<file path="src/rtl/calc_pkg.sv">
// Shared types for the clocked switch/button calculator.
// Opcodes, controller states and button count.
package calc_pkg;

  localparam int NUM_BTN = 4;

  typedef enum logic [2:0] {
    OP_ADDSUB,
    OP_SORT,
    OP_MUL,
    OP_DIV,
    OP_SHOW
  } op_e;

  typedef enum logic [1:0] {
    IDLE,
    EXEC,
    DIV
  } state_e;

endpackage

</file>
<file path="src/rtl/calc_div_seq.sv">
// Iterative restoring divider, one quotient bit per clock.
// done_o is high in the final step; quot_o/rem_o carry that step's result.
module calc_div_seq #(
  parameter int BITS = 4
) (
  input  logic            clk,
  input  logic            rst_n,
  input  logic            start_i,
  input  logic [BITS-1:0] a_i,
  input  logic [BITS-1:0] b_i,
  output logic            done_o,
  output logic [BITS-1:0] quot_o,
  output logic [BITS-1:0] rem_o
);

  localparam int CW = (BITS > 1) ? $clog2(BITS) : 1;

  logic            run_q;
  logic [CW-1:0]   cnt_q;
  logic [BITS-1:0] q_q, q_d;
  logic [BITS-1:0] r_q, r_d;
  logic [BITS-1:0] d_q;

  logic [2*BITS-1:0] rem_w;
  logic [2*BITS-1:0] dsh_w;
  logic              take_w;

  // Divisor shifted at double width so it can never wrap.
  assign rem_w  = {{BITS{1'b0}}, r_q};
  assign dsh_w  = {{BITS{1'b0}}, d_q} << cnt_q;
  assign take_w = rem_w >= dsh_w;

  always_comb begin
    q_d = q_q;
    r_d = r_q;
    if (take_w) begin
      q_d[cnt_q] = 1'b1;
      r_d = r_q - dsh_w[BITS-1:0];
    end
  end

  assign done_o = run_q && (cnt_q == '0);
  assign quot_o = q_d;
  assign rem_o  = r_d;

  always_ff @(posedge clk or negedge rst_n) begin
    if (!rst_n) begin
      run_q <= 1'b0;
      cnt_q <= '0;
      q_q   <= '0;
      r_q   <= '0;
      d_q   <= '0;
    end else if (start_i) begin
      run_q <= 1'b1;
      cnt_q <= CW'(BITS - 1);
      q_q   <= '0;
      r_q   <= a_i;
      d_q   <= b_i;
    end else if (run_q) begin
      q_q   <= q_d;
      r_q   <= r_d;
      cnt_q <= cnt_q - CW'(1);
      if (cnt_q == '0) run_q <= 1'b0;
    end
  end

endmodule

</file>
<file path="src/rtl/calc_ctrl.sv">
// Clocked calculator controller: button sync, dispatch, held LED result.
// Define CALC_DIVZERO_EN to flag divide-by-zero on err instead of dividing.
module calc_ctrl
  import calc_pkg::*;
#(
  parameter int BITS = 4
) (
  input  logic                clk,
  input  logic                rst_n,
  input  logic [2*BITS-1:0]   sw,
  input  logic [NUM_BTN-1:0]  btn,
  output logic [2*BITS-1:0]   led,
  output logic                busy,
  output logic                err
);

`ifdef CALC_DIVZERO_EN
  localparam bit DZ_EN = 1'b1;
`else
  localparam bit DZ_EN = 1'b0;
`endif

  logic [NUM_BTN-1:0] s1_q, s2_q, s3_q;
  logic [NUM_BTN-1:0] rise_w;
  logic               press_w, multi_w, dz_w;
  op_e                op_w;

  state_e state_q, state_d;
  op_e    op_q, op_d;
  logic [BITS-1:0]   a_q, a_d, b_q, b_d;
  logic [2*BITS-1:0] led_q, led_d;
  logic              err_q, err_d;

  logic              div_start;
  logic              div_done;
  logic [BITS-1:0]   div_q, div_r;

  assign rise_w  = s2_q & ~s3_q;
  assign press_w = |rise_w;
  assign multi_w = |(rise_w & (rise_w - NUM_BTN'(1)));
  assign dz_w    = DZ_EN && (sw[BITS-1:0] == '0);

  always_comb begin
    op_w = OP_SHOW;
    if (press_w && !multi_w) begin
      unique case (1'b1)
        rise_w[0]: op_w = OP_ADDSUB;
        rise_w[1]: op_w = OP_SORT;
        rise_w[2]: op_w = OP_MUL;
        rise_w[3]: op_w = OP_DIV;
      endcase
    end
  end

  always_comb begin
    state_d   = state_q;
    op_d      = op_q;
    a_d       = a_q;
    b_d       = b_q;
    led_d     = led_q;
    err_d     = err_q;
    div_start = 1'b0;
    unique case (state_q)
      IDLE: begin
        if (press_w) begin
          a_d   = sw[2*BITS-1:BITS];
          b_d   = sw[BITS-1:0];
          op_d  = op_w;
          err_d = 1'b0;
          if (op_w == OP_DIV && !dz_w) begin
            state_d   = DIV;
            div_start = 1'b1;
          end else begin
            state_d = EXEC;
          end
        end
      end
      EXEC: begin
        state_d = IDLE;
        unique case (op_q)
          OP_ADDSUB: led_d = {a_q + b_q, a_q - b_q};
          OP_SORT:   led_d = (a_q < b_q) ? {a_q, b_q} : {b_q, a_q};
          OP_MUL:    led_d = {{BITS{1'b0}}, a_q} * {{BITS{1'b0}}, b_q};
          OP_SHOW:   led_d = {a_q, b_q};
          // Only a zero-divisor DIV reaches here.
          OP_DIV: begin
            led_d = '1;
            err_d = DZ_EN;
          end
          default:   led_d = led_q;
        endcase
      end
      DIV: begin
        if (div_done) begin
          state_d = IDLE;
          led_d   = {div_q, div_r};
        end
      end
      default: state_d = IDLE;
    endcase
  end

  always_ff @(posedge clk or negedge rst_n) begin
    if (!rst_n) begin
      s1_q    <= '0;
      s2_q    <= '0;
      s3_q    <= '0;
      state_q <= IDLE;
      op_q    <= OP_ADDSUB;
      a_q     <= '0;
      b_q     <= '0;
      led_q   <= '0;
      err_q   <= 1'b0;
    end else begin
      s1_q    <= btn;
      s2_q    <= s1_q;
      s3_q    <= s2_q;
      state_q <= state_d;
      op_q    <= op_d;
      a_q     <= a_d;
      b_q     <= b_d;
      led_q   <= led_d;
      err_q   <= err_d;
    end
  end

  calc_div_seq #(.BITS(BITS)) u_div (
    .clk     (clk),
    .rst_n   (rst_n),
    .start_i (div_start),
    .a_i     (sw[2*BITS-1:BITS]),
    .b_i     (sw[BITS-1:0]),
    .done_o  (div_done),
    .quot_o  (div_q),
    .rem_o   (div_r)
  );

  assign led  = led_q;
  assign busy = (state_q != IDLE);
  assign err  = err_q;

endmodule

</file>
<file path="config.mk">
export PLATFORM = sky130hd
export DESIGN_NAME = calc_ctrl
export DESIGN_NICKNAME = d
export VERILOG_FILES = /design/src/rtl/calc_pkg.sv /design/src/rtl/calc_div_seq.sv /design/src/rtl/calc_ctrl.sv
export SDC_FILE = /design/constraint.sdc
export NUM_CORES = 1
export LEC_CHECK = 0
export BUFFER_PORTS_ARGS = -buffer_cell sky130_fd_sc_hd__buf_2
export CAP_MARGIN = 20
export CELL_PAD_IN_SITES_DETAIL_PLACEMENT = 2
export CELL_PAD_IN_SITES_GLOBAL_PLACEMENT = 2
export CORE_MARGIN = 1.5
export CORE_UTILIZATION = 38
export DETAILED_ROUTE_END_ITERATION = 8
export GPL_TIMING_DRIVEN = 0
export PLACE_DENSITY_LB_ADDON = 0.15
export SLEW_MARGIN = 10
export SYNTH_ARGS = -nofsm -noshare
export SYNTH_HDL_FRONTEND = slang
export SYNTH_SLANG_ARGS = --single-unit
</file>
<file path="constraint.sdc">
create_clock -name clk -period 4.22 [get_ports clk]
set_clock_uncertainty 0.1 [all_clocks]
set_input_delay 0.211 -clock clk [delete_from_list [all_inputs] [get_ports clk]]
set_output_delay 0.211 -clock clk [all_outputs]
set_load 0.01 [all_outputs]
</file>
== Yosys cells after proc, flatten, opt, wreduce, memory -nomap -nowiden ==
Cells that the tools add are included.

* Flip-flop bits (word level): 49
* Latch bits: 0
* Bits in writable memories: 0
* ROM bits: 0
* Bits of input ports: 14
* Logic and storage cells: 86
* Memories kept: 0

* Add/sub/neg operators: 5
* Multipliers: 1
* Divide/modulo/power cells: 0
* $lt $le $gt $ge: 4
* Equal/unequal tests: 11
* Shift operators: 1
* Mux-type cells: 29
* Bitwise operators: 4
* Reduce and logical (&&, ||, !) cells: 17

{| class="wikitable"
|+ Operators by type and width
! kind !! number
|-
| case mux 8 bit (5 select lines) || 1
|-
| two-way mux 4 bit || 6
|-
| two-way mux 8 bit || 2
|-
| case mux 8 bit (2 select lines) || 1
|-
| case mux 3 bit (4 select lines) || 1
|-
| two-way mux 2 bit || 5
|-
| equality test 3 x 2 -> 1 bit, second input constant || 3
|-
| two-way mux 1 bit || 9
|-
| bitwise AND 4 bit || 2
|-
| >= comparator 4 x 8 -> 1 bit || 1
|-
| multiplier 4 x 4 -> 8 bit || 1
|-
| nonzero test 2 bit || 4
|-
| OR reduction 4 bit || 2
|-
| << shifter 4 x 2 -> 8 bit || 1
|-
| subtractor 4 bit || 2
|-
| inequality test 2 bit, second input constant || 3
|-
| inequality test 6 bit, second input constant || 1
|-
| AND reduction 3 bit || 2
|-
| adder 4 bit || 1
|-
| logical NOT 2 bit || 2
|-
| less-than comparator 4 bit || 1
|-
| NOT 4 bit || 1
|-
| bitwise OR 4 bit || 1
|-
| case mux 2 bit (2 select lines) || 1
|-
| other kinds (15) || 18
|}

== Longest topological paths before layout ==
* Depth in word-level cells: 13
* Mapped depth: 13
* Gate-level depth less buffers: 13

== Cells and area by module ==
A second synthesis with hierarchy kept.

* Cell total of the unflattened synthesis: 370
* Area total of the unflattened synthesis: 3524.6 um^2

{| class="wikitable"
|+ By module, submodules not included
! module !! times used !! cells an instance !! area each (um^2) !! sequential area each (um^2)
|-
| calc_ctrl || 1 || 267 || 2503.7 || 825.8
|-
| calc_div_seq || 1 || 103 || 1021.0 || 375.4
|}

== Least setup slack after synthesis ==
No wires, ideal clock.

* Path type: register -> register
* From: register b_q[3]
* To: register led_q[7] (netlist: led[7])
* Data arrival time: 2.841 ns
* Data required time: 4.055 ns
* Slack: 1.213 ns
* Stages on the path, launching flop included: 12
* Path buffers: 0
* Period minus slack after synthesis: 3.007 ns
* Path through: dfrtp_1 -> nand2_1 -> fa_1 -> inv_1 -> fa_1 -> ha_1 -> a21oi_1 -> nand2_1 -> a211o_1 -> a211o_1 -> o211ai_1 -> a22o_1

* Longest elaborated chain between the ends: 4
* Elaborated cells on any way between the ends: 6

{| class="wikitable"
|+ Ends and longest elaborated chain
! item !! RTL line !! source
|-
| start, declared || calc_ctrl.sv:30 || <nowiki>logic [BITS-1:0] a_q, a_d, b_q, b_d;</nowiki>
|-
| start signal, assigned || calc_ctrl.sv:111 || <nowiki>b_q <= '0;</nowiki>
|-
| start signal, assigned || calc_ctrl.sv:121 || <nowiki>b_q <= b_d;</nowiki>
|-
| branches (longest 2 deep; another with multiplier 4 x 4 -> 8 bit) || - ||
|-
| case mux 8 bit (5 select lines) * || calc_ctrl.sv:80 || <nowiki>unique case (op_q)</nowiki>
|-
| case mux 8 bit (2 select lines) * || calc_ctrl.sv:63 || <nowiki>unique case (state_q)</nowiki>
|-
| end signal, assigned || calc_ctrl.sv:122 || <nowiki>led_q <= led_d;</nowiki>
|-
| end, declared || calc_ctrl.sv:31 || <nowiki>logic [2*BITS-1:0] led_q, led_d;</nowiki>
|}

Every way passes the cells marked *.
A chain may end at the register's enable or synchronous reset.

== Worst setup path in the final report ==
* From: register b_q[1]
* To: register led_q[3] (netlist: led[3])

The elaborated chain is that of the path after synthesis.

==> out/summary.md <==
The number of port buffers is 22. The area of the multi-input gates is 2037 um^2. dfrtp_1 takes more of the synthesized area than any other cell. The via count of the first global-routing pass is 3185, and the worst hold path depth is 3. Across the whole layout, storage elements account for 1201 um^2. Routability-driven placement finished with a final weighted congestion of 0.7822.

In this run the remaining antenna-violating nets after routing total 0. The horizontal die dimension was 98.11 um; the post-CTS setup-driven buffer insertion count was 0. The floorplan has 34 rows.

For this run, asynchronously set or reset flops after synthesis account for 100.0%. The number of buffers inserted during clock tree synthesis is 5, and the sum of net half-perimeters after detailed placement is 7586 um. Counting along the longest clock path gives a buffer depth of 2. Among the stages of the critical path, the cell type that occurs most often is fa_1. The combined buffer and inverter count along the critical path is 2, and the wire length of the first global-routing pass is 16770 um.

The global-route usage over all layers came out at 22.06%. The average instance in the mapped netlist occupies 9.141 um^2. The run gives 0 as the count of final setup violators.

For the pin with the worst max-slew slack, the measured transition is 0.6546 ns. The run gives 0 as the count of final hold-check violations. For this run, the slowest stage of the critical path takes 0.62 ns.

Traced cell by cell, the critical path runs through nand2_1 > fa_1 > inv_1 > fa_1 > inv_1 > fa_1 > nor2b_1 > a21oi_1 > o21ai_0 > a31oi_1 > a311oi_1 > a21o_1. STA puts the critical path data required time at 4.37 ns. The tools report the final count of pins violating max slew as 0. The gate family responsible for the most delay along the worst path was adder cells. The flow ran to the end, and the final reports show no timing, DRC or antenna violations.

The Yosys step of the flow raised 0 warnings. Summed over its instances, the top area cell type makes up 34.95% of the synthesized netlist area. The final layout contains 465 nets. The tools report the total negative slack as 0 ns. The critical path's slowest cell is dfrtp_1. For this run, the top clock speed supported by timing is 290.2 MHz. Dividing the detail-routed wire length by the instance count gives 19.13 um.

The initial antenna violation count is 0. In the post-synthesis netlist, the biggest area contributors are dfrtp_1 (35%), ha_1 (12%), a21oi_1 (5.5%). Setup repair after global routing left no endpoint under its margin. After clock tree synthesis, the clock-pin slew on the worst setup and hold paths is 0.09 ns. The largest net degree at the start of global routing came out at 49. The number of different library cells used by synthesis comes to 55.

Clock tree synthesis found a total of 48 sinks. The number of enable flip-flop cells after synthesis was 0; the area added between synthesis and finish was 12.30%. The mapped cell area was 3437 um^2.

The share of the Yosys chip area taken by registers is 34.95%. The number of antenna diodes in the final layout is 0. Before antenna repair, the detailed router went through 4 iterations. The critical setup path kind was flop to flop. Depth of the most critical reg-to-reg path: 12.

The worst setup path is captured at a flop. In the synthesized netlist the dominant register cell turns out to be dfrtp_1. For the normalized max-slew margin, the log shows 56.27%. After layout, the worst path uses 81.66% of the clock period. The tools report the number of instances resized during post-cts repair as 0. CTS placed an instance of clkbuf_8 at the clock tree root. After detailed routing, the number of vias per cell comes to 5.519.

Class of the most critical hold timing path: input pin to flop. Synthesis produced a netlist with a net count of 430. The total overflow left after global routing is 0.

The violation count after the first detailed-route iteration was 66; the register bit count reported by yosys was 48. The final route contains 2870 vias. Among all cell types in the netlist, the one instantiated most often is dfrtp_1. Max-cap violations in this run came to 0. STA classifies the critical path startpoint as a flop. After technology mapping, the gate count stands at 376.

The number of hold-repair buffers added at the cts stage came out at 4. The minimum clock period works out to 3.446 ns. For the initial core utilization, the log shows 39.22%. The run gives 9949 um as the total routed wirelength.

After detailed routing, the number of remaining DRC violations is 0. The die is 98.11 um tall. The critical path crosses 12 cells after its start point. In the final layout, the share of cells above drive strength 1 is 15.29%. Fill cells in the final layout number 993. For the area of the core, the log shows 8763 um^2.

TritonCTS built the clock tree. The H-tree generated during clock tree synthesis spans 2 levels. At the later pin of the worst-skew pair, clock insertion delay measures 0.30 ns. The floorplan step defined a die boundary enclosing 9625 um^2. The commonest cells after synthesis are dfrtp_1 (48), nand2_1 (39), a21oi_1 (38). The number of I/O pins was 24; the maximum fanout count along the critical path was 8.

The run gives 3.60 ns as the data arrival time at the worst-slack endpoint.
==> cell type report <==
| cell class | instances | area share (%) |
|---|---|---|
| Clock inverter | 2 | 0.9076 |
| Sequential cell | 48 | 31.12 |
| Clock buffer | 6 | 1.880 |
| Tap cell | 108 | 3.501 |
| Buffer | 15 | 2.334 |
| Timing Repair Buffer | 28 | 4.668 |
| Inverter | 29 | 2.820 |
| Multi-Input combinational cell | 284 | 52.77 |
==> cell families (layout without fill, tap and decap cells) <==
logic type,count (synthesis),count (layout),synth area share [%]
multiplexers,19,19,5.934
other,1,1,0.1091
XOR/XNOR,12,12,3.058
adder cells (fa/ha/maj),40,40,16.09
flip-flops,48,48,34.95
AO/OA/AOI/OAI,95,95,17.44
buffers and inverters,44,80,5.788
AND/OR/NAND/NOR,117,117,16.64
==> tightest hold or removal path, stage by stage <==
cell and delay [ns]:
buf_2 0.09, nand2_1 0.04, nand2_1 0.04
==> layout by cell type, fill, tap and decap left out, drive strengths merged, types with 8 or more instances in the layout <==
cell / instances
dfrtp: 48
nand2: 40
a21oi: 39
buf: 35
ha: 33
nor2: 30
inv: 29
o21ai: 21
nand2b: 12
mux2: 11
clkbuf: 9
mux2i: 8
xnor2: 8
and2: 8
==> sequential cells by signal, indices dropped and copies added (netlist names), 3 cells and up <==
register / count
s3_q: 4
b_q: 4
op_q: 3
u_div.q_q: 4
s2_q: 4
u_div.d_q: 4
a_q: 4
u_div.r_q: 4
s1_q: 4
led: 8
==> stage by stage <==
step / std cells / utilization, % / cell area, um^2 / hold WS [ns] / worst slack (ns)
after floorplan: 376 / - / 3437 / -0.1846 / 1.213
after global placement: 506 / 42.02 / 3682 / 0.2199 / 0.7963
after detailed placement: 506 / 42.02 / 3682 / 0.2208 / 0.7483
after CTS: 518 / 43.70 / 3830 / 0.007867 / 0.7175
after global routing: 520 / 44.05 / 3860 / 0.03036 / 0.5532
final: 520 / 44.05 / 3860 / 0.01156 / 0.7738
==> worst paths after layout <==
kind                               startpoint  slack [ns]                       end
min in group asynchronous               rst_n        0.25         s2_q[2]$_DFF_PN0_
max reg2reg                b_q[1]$_DFFE_PN0P_        0.77        led[3]$_DFFE_PN0P_
max                        b_q[1]$_DFFE_PN0P_        0.77        led[3]$_DFFE_PN0P_
min                                     sw[0]        0.01  u_div.d_q[0]$_DFFE_PN0P_
max in group asynchronous               rst_n        3.27    state_q[0]$_DFFE_PN0P_
min reg2reg                 s1_q[1]$_DFF_PN0_        0.25         s2_q[1]$_DFF_PN0_
==> layer usage <==
metal	GRT usage (%)	wire length, um
met1	30.19	4741
met2	38.14	4951
met3	2.577	183
met4	3.626	72
met5	0	0
Power is left out: the tool's default activity adds up to more than one toggle a clock period on the data nets, which glitch-free logic cannot reach.
